**src/rtl/final_permutation_stage.sv**
```systemverilog
// DES output stage: final half-swap, inverse initial permutation and a
// 2-entry output FIFO with a wrapping delivered-block counter.
//
// Ports:
//   clk, rst            clock, async active-high reset
//   clear               synchronous FIFO flush (blk_count kept)
//   in_valid/in_ready   input handshake for l_in (L16) / r_in (R16)
//   out_valid/out_ready output handshake for out_data (MSB = DES bit 1)
//   blk_count           blocks delivered, wraps modulo 2^CNT_W
module final_permutation_stage #(
    parameter int DEPTH = 2,
    parameter int CNT_W = 16
) (
    input  logic             clk,
    input  logic             rst,
    input  logic             clear,
    input  logic             in_valid,
    output logic             in_ready,
    input  logic [31:0]      l_in,
    input  logic [31:0]      r_in,
    output logic             out_valid,
    input  logic             out_ready,
    output logic [63:0]      out_data,
    output logic [CNT_W-1:0] blk_count
);

    // Column base of IP^-1: {40,8,48,16,56,24,64,32}.
    // Even columns step 40,48,56,64; odd columns step 8,16,24,32.
    function automatic int t_col(input int c);
        return (c % 2 == 0) ? 40 + 4 * c : 4 + 4 * c;
    endfunction

    logic [63:0] pre;
    logic [63:0] perm;

    // The swap puts R16 in the DES bit 1..32 positions.
    assign pre = {r_in, l_in};

    // DES bit k lives at index 64-k on both sides.
    for (genvar r = 0; r < 8; r++) begin : g_row
        for (genvar c = 0; c < 8; c++) begin : g_col
            localparam int K = t_col(c) - r;
            assign perm[63-(8*r+c)] = pre[64-K];
        end
    end

    logic [63:0] mem [2];
    logic        wr_ptr;
    logic        rd_ptr;
    logic [1:0]  count;
    logic        push;
    logic        pop;

    assign in_ready  = (int'(count) < DEPTH);
    assign out_valid = (count != 2'd0);
    assign out_data  = out_valid ? mem[rd_ptr] : 64'h0;

    assign push = in_valid & in_ready & ~clear;
    assign pop  = out_valid & out_ready & ~clear;

    always_ff @(posedge clk or posedge rst) begin
        if (rst) begin
            wr_ptr    <= 1'b0;
            rd_ptr    <= 1'b0;
            count     <= 2'd0;
            blk_count <= '0;
        end else if (clear) begin
            wr_ptr <= 1'b0;
            rd_ptr <= 1'b0;
            count  <= 2'd0;
        end else begin
            if (push) begin
                wr_ptr <= ~wr_ptr;
            end
            if (pop) begin
                rd_ptr    <= ~rd_ptr;
                blk_count <= blk_count + 1'b1;
            end
            unique case ({push, pop})
                2'b10:   count <= count + 2'd1;
                2'b01:   count <= count - 2'd1;
                default: count <= count;
            endcase
        end
    end

    // Storage needs no reset: out_data is gated by out_valid.
    always_ff @(posedge clk) begin
        if (push) begin
            mem[wr_ptr] <= perm;
        end
    end

endmodule

```
**config.mk**
```make
export PLATFORM = sky130hd
export DESIGN_NAME = final_permutation_stage
export DESIGN_NICKNAME = d
export VERILOG_FILES = /design/src/rtl/final_permutation_stage.sv
export SDC_FILE = /design/constraint.sdc
export NUM_CORES = 1
export LEC_CHECK = 0
export CAP_MARGIN = 20
export CELL_PAD_IN_SITES_DETAIL_PLACEMENT = 0
export CELL_PAD_IN_SITES_GLOBAL_PLACEMENT = 1
export CORE_AREA = 8 8 191 138
export CTS_BUF_LIST = sky130_fd_sc_hd__clkbuf_4 sky130_fd_sc_hd__clkbuf_8 sky130_fd_sc_hd__clkbuf_16
export DETAILED_ROUTE_END_ITERATION = 10
export DIE_AREA = 0 0 199 146
export GPL_TIMING_DRIVEN = 1
export PLACE_DENSITY = 0.66
export SYNTH_ARGS = -nofsm -noshare
export SYNTH_HDL_FRONTEND = slang
export SYNTH_SLANG_ARGS = --single-unit
```
**constraint.sdc**
```tcl
create_clock -name clk -period 7.2 [get_ports clk]
set_input_delay 0.72 -clock clk [delete_from_list [all_inputs] [get_ports clk]]
set_output_delay 0.72 -clock clk [all_outputs]
set_load 0.02 [all_outputs]
```
==> flow_metrics.py, run 1 <==
metrics = {
    "outcome": {
        "status": "finished, final reports clean",
    },
    "synth": {
        "syn_area_per_cell_sq_um": 16.3,
        "synth_area_leader_cell": "edfxtp_1",
        "syn_nets": 422,
        "yosys_register_bits": 148,
        "yosysTopAreaCellShare_pct": 67.0,
        "netlist_instances": 352,
        "ys_seq_area_share_pct": 75.7,
        "yosys_warnings": 0,
        "synth_area_sq_um": 5740,
        "synth.area.top_cells": "edfxtp_1, mux2i_1, dfrtp_1, nor2_1, xor2_1",
        "yosys.cell_types.count": 27,
    },
    "global_route": {
        "grt_pass1_vias": 3686,
        "grt_pass1_wl_um": 21400,
        "antenna_found_initial": 0,
        "grt_overflow": 0,
        "grt_max_degree": 66,
        "grt_usage_pct": 9.64,
    },
    "pwr": {
        "p_int_w": 0.00158,
        "p_per_area_nw_per_um2": 261,
        "netSwitchingPower_w": 0.000559,
        "ir_worst_vdd_v": 0.000117,
        "clock_power_share_pct": 38.1,
        "p_comb_share_pct": 14.7,
        "p_sw_share_pct": 26.1,
        "p_total_w": 0.00214,
        "power_leakage_nw": 2.80,
        "p_seq_share_pct": 47.2,
    },
    "finish": {
        "num_antenna_cells": 0,
        "drive_above_1_share_pct": 8.57,
        "design.final.nets": 582,
        "num-fill-cells": 2246,
        "area_delta_synth_final_pct": 43.0,
    },
    "drt": {
        "drt-total-wl_um": 13700,
        "drt_iter0_drc": 102,
        "drc": 0,
        "via_count": 3416,
        "dr.pass1.iters": 4,
        "antenna_left": 0,
        "vias_per_cell": 4.05,
        "wl_per_cell_um": 16.3,
    },
    "hold_path": {
        "worstHoldPathType": "reg2reg",
        "holdPathStages": 1,
        "hp-start": "blk_count[15]",
    },
    "clocking": {
        "post-cts-setup-buffer-count": 0,
        "numCtsBuffers": 17,
        "cts_resized": 0,
        "cts_tree": "built",
        "cts_sinks": 148,
        "insertion_delay_ps": 420,
        "clkTransAtPathRegs_ps": 70,
        "cts_htree_levels": 4,
        "clockBufferDepth": 2,
        "cts_hold_buf": 0,
        "cts-root-buf": "clkbuf_16",
    },
    "worst_setup_path": {
        "crit_start": "rd_ptr",
        "cp.required_ps": 6480,
        "startpoint_type": "flop",
        "rr_worst_depth": 4,
        "regToRegSetupSlack_ps": 5300,
        "worstSetupPathType": "reg2out",
        "crit_arrival_ps": 2440,
        "r2r_start": "count[1]",
        "cp-end-kind": "output pin",
        "path_max_fanout": 46,
    },
    "job": {
        "maxCapViolations": 0,
    },
    "die": {
        "start_util_pct": 24.6,
        "fp.dieH_um": 146,
        "rows": 47,
        "core_area_sq_um": 23300,
        "die-area_sq_um": 29100,
        "fp.dieW_um": 199,
        "ios": 151,
    },
    "placement": {
        "io_buffers": 150,
        "gp_congestion": 0.718,
        "place.detailed.hpwl_um": 9310,
    },
    "sta": {
        "slew-limit-headroom_pct": 43.7,
        "final-hold-violation-count": 0,
        "finalCritPeriodShare_pct": 43.8,
        "max_freq_ghz": 0.317,
        "tightest_slew_ps": 844,
        "finalSetupViolations": 0,
        "rsz0062_at_grt": "false",
        "min_period_ps": 3160,
        "clock_skew_ps": 13.4,
        "fin_setup_tns_ps": 0,
        "maxSlewViolCount": 0,
    },
}
## critical path: stages, from the launching register on
cell and delay [ps]:
dfrtp_4 680, buf_16 340, mux2i_1 120, nor2_1 200, clkdlybuf4s50_1 660
## registers in the layout, summed over array words and instances, names as in the netlist
name / flops
blk_count: 16
wr_ptr: 1
rd_ptr: 1
count: 2
mem: 128
## kinds of logic after synthesis
group	synth area share (%)
AOI/OAI and AO/OA	0.545
xor gates and xnor gates	2.60
DFF	75.7
and+or+nand+nor	8.01
buffers and inverters	1.35
muxes	11.5
adders and majority gates	0.218
## power groups by stage
stage,logic (W),clock network (W),registers (W)
final,0.000316,0.000816,0.00101
after global routing,0.000339,0.000883,0.00102
after CTS,0.000324,0.000846,0.00101
after detailed placement,0.000322,0,0.00103
after global placement,0.000304,0,0.00104
after floorplan,0.000148,0,0.00104
## stage by stage
step | instances | hold slack, ps | instance area [sq um] | worst slack, ps | utilization [%]
2_1_floorplan | 352 | 519 | 5740 | 1030 | -
3_3_place_gp | 810 | 465 | 7630 | 4120 | 32.7
3_5_place_dp | 811 | 466 | 7650 | 4420 | 32.8
4_1_cts | 843 | 480 | 8200 | 3950 | 35.1
5_1_grt | 843 | 510 | 8200 | 3900 | 35.1
6_report | 843 | 470 | 8200 | 4040 | 35.1
## cell usage after synthesis (all sizes together)
cell,number
nand3,3
inv,3
a21oi,2
ha,1
a21o,1
or2b,1
nor3b,2
mux2i,65
and2,1
clkbuf,7
dfrtp,20
nor2,68
and2b,2
xnor2,8
mux2,1
nor4,1
edfxtp,128
nor3,2
nor4b,1
nand2,5
xor2,9
nand4,5
and3,5
o21ai,2
and4,1
buf,8
## routing by layer
metal,wire [um],GRT usage (%)
met3,911,3.47
met5,0,0
met4,195,3.77
met2,6510,15.2
met1,6090,11.9
## final timing paths
kind,end
setup / recovery,out_data[3]
hold / removal,blk_count[15]
setup reg to reg,mem[1][7]
hold reg to reg,blk_count[15]
max in group asynchronous,rd_ptr
min in group asynchronous,blk_count[15]
## cells in the final DEF, fill, tap and decap left out, drive strengths merged
master	instances
a21o	1
a21oi	2
and2	1
and2b	2
and3	5
and4	1
buf	6
clkbuf	17
clkdlybuf4s50	150
clkinv	6
clkinvlp	2
dfrtp	20
edfxtp	128
ha	1
inv	10
mux2	1
mux2i	65
nand2	5
nand3	3
nand4	5
nor2	68
nor3	2
nor3b	2
nor4	1
nor4b	1
o21ai	2
or2b	1
xnor2	8
xor2	9
## cell type report
class | instances | area (sq um) | share of cell area [%]
Clock buffer | 17 | 425 | 5.19
Inverter | 3 | 11.3 | 0.137
Sequential cell | 148 | 4350 | 53.0
Timing Repair Buffer | 156 | 1570 | 19.1
Multi-Input combinational cell | 186 | 1330 | 16.2
Clock inverter | 15 | 121 | 1.48
Tap cell | 318 | 398 | 4.85
Power figures use the tool's default switching activity.
==> inputs of run 2 (changes only) <==
PLACE_DENSITY = 0.68   (was 0.66)
clock period = 2.55 ns   (was 7.2 ns; I/O delays follow)
==> flow_metrics.py, run 2 (synthesis gave the netlist of run 1 again) <==
metrics = {
    "clocking": {
        "cts-root-buf": "clkbuf_16",
        "clkTransAtPathRegs_ps": 60,
        "cts_sinks": 148,
        "insertion_delay_ps": 410,
        "cts_htree_levels": 4,
        "numCtsBuffers": 17,
        "cts_tree": "built",
        "cts_hold_buf": 0,
        "clockBufferDepth": 2,
    },
    "sta": {
        "finalCritPeriodShare_pct": 95.0,
        "setup_ws_ps": 126,
        "slew-limit-headroom_pct": 46.6,
        "fin_setup_tns_ps": 0,
        "hold_ws_ps": 316,
        "clock_skew_ps": 6.76,
        "tightest_slew_ps": 800,
        "finalSetupViolations": 0,
        "maxSlewViolCount": 0,
        "rsz0062_at_grt": "false",
        "final-hold-violation-count": 0,
        "min_period_ps": 2420,
        "max_freq_ghz": 0.413,
    },
    "placement": {
        "place_ws_ps": 458,
        "io_buffers": 150,
        "dp.cells": 814,
        "gp_congestion": 0.753,
        "place.detailed.hpwl_um": 10000,
    },
    "finish": {
        "num-fill-cells": 2267,
        "final_cell_mix": "clkdlybuf4s50_1, edfxtp_1, nor2_1",
        "largest-register": "mem",
        "utilization_pct": 36.1,
        "largest_register_ffs": 128,
        "final_cells": 847,
        "design.final.nets": 586,
        "multiInputGateArea_sq_um": 1360,
        "area_delta_synth_final_pct": 46.9,
        "reg_top3": "mem x128, blk_count x16, count x2",
        "layout_commonest_cell": "clkdlybuf4s50_1",
        "regArea_sq_um": 4350,
        "drive_above_1_share_pct": 9.83,
        "num_antenna_cells": 0,
    },
    "drt": {
        "vias_per_cell": 4.04,
        "drt_iter0_drc": 121,
        "via_count": 3418,
        "wl_per_cell_um": 16.6,
        "drt-total-wl_um": 14100,
        "dr.pass1.iters": 4,
        "antenna_left": 0,
        "drc": 0,
    },
    "pwr": {
        "p_comb_share_pct": 14.0,
        "netSwitchingPower_w": 0.00155,
        "p_int_w": 0.00507,
        "p_sw_share_pct": 23.4,
        "ir_worst_vdd_v": 0.000435,
        "p_per_area_nw_per_um2": 786,
        "power_leakage_nw": 2.91,
        "p_seq_share_pct": 43.0,
        "clock_power_share_pct": 43.0,
    },
    "global_route": {
        "grt_usage_pct": 9.99,
        "antenna_found_initial": 0,
        "grt_pass1_wl_um": 22000,
        "grt_pass1_vias": 3756,
        "grt_overflow": 0,
        "grt_max_degree": 56,
    },
    "worst_setup_path": {
        "cp_cell_sequence": "buf_12, mux2i_1, nor2_1, clkdlybuf4s50_1",
        "cp_slowest_cell": "clkdlybuf4s50_1",
        "crit_arrival_ps": 2170,
        "cp-end-kind": "output pin",
        "regToRegSetupSlack_ps": 920,
        "cp.required_ps": 2300,
        "max_stage_delay_ps": 660,
        "startpoint_type": "flop",
        "path_max_fanout": 21,
        "worstSetupPathType": "reg2out",
    },
    "die": {
        "rows": 47,
        "core_area_sq_um": 23300,
        "start_util_pct": 24.6,
        "fp.dieH_um": 146,
        "die-area_sq_um": 29100,
        "fp.dieW_um": 199,
        "ios": 151,
    },
    "outcome": {
        "status": "finished, final reports clean",
    },
    "job": {
        "maxCapViolations": 0,
    },
    "hold_path": {
        "worstHoldPathType": "in2async",
    },
}
==> run 2: layout make-up <==
cell class | count | share of cell area (%)
inverters | 3 | 0.134
flip-flops and latches | 148 | 51.6
well taps | 318 | 4.72
multi-input cells | 186 | 16.1
clock buffers | 17 | 5.05
clock inverters | 15 | 2.98
repair buffers | 160 | 19.4
==> run 2: stage by stage <==
step | area (sq um) | total power (W)
6_report | 8430 | 0.00662
5_1_grt | 8430 | 0.00690
4_1_cts | 8420 | 0.00673
3_5_place_dp | 7740 | 0.00384
3_3_place_gp | 7740 | 0.00383
2_1_floorplan | 5770 | 0.00334
==> run 2: path summary, 6_finish.rpt <==
path	from	to	cells after the start
worst max-delay path	rd_ptr	out_data[9]	4
worst min-delay path	rst	blk_count[15]	2
worst max register to register	count[1]	mem[1][30]	4
worst min register to register	blk_count[15]	blk_count[15]	1
max in group asynchronous	rst	rd_ptr	2
min in group clk	r_in[25]	mem[0][54]	1
==> run 2: critical path: cells and delay by family, from the launching register on <==
family                 cells  cell delay [ps]
and+or+nand+nor            1              200
buffers and inverters      2              870
DFF                        1              570
muxes                      1              130
==> run 2: repair_timing <==
item                       in CTS  in global routing
setup endpoints to repair       1                  1
gates resized for setup         0                  1
pin swaps                       1                  0
setup buffers                   1                  0
==> run 2: power by group through the flow <==
stage / clock [W] / combinational (W) / sequential [W]
6_report: 0.00285 / 0.000930 / 0.00285
5_1_grt: 0.00304 / 0.00101 / 0.00286
4_1_cts: 0.00293 / 0.000952 / 0.00285
3_5_place_dp: 0 / 0.000944 / 0.00290
3_3_place_gp: 0 / 0.000936 / 0.00289
2_1_floorplan: 0 / 0.000423 / 0.00292
==> run 2: routing by layer <==
layer	GRT usage, %	routed length [um]	part of all wire, %	vias to the layer above
met5	0	0	0	-
met4	3.33	171	1.2	0
met3	3.33	864	6.1	10
met2	15.7	6640	47	94
met1	12.7	6400	45	1695
li1	-	-	-	1619
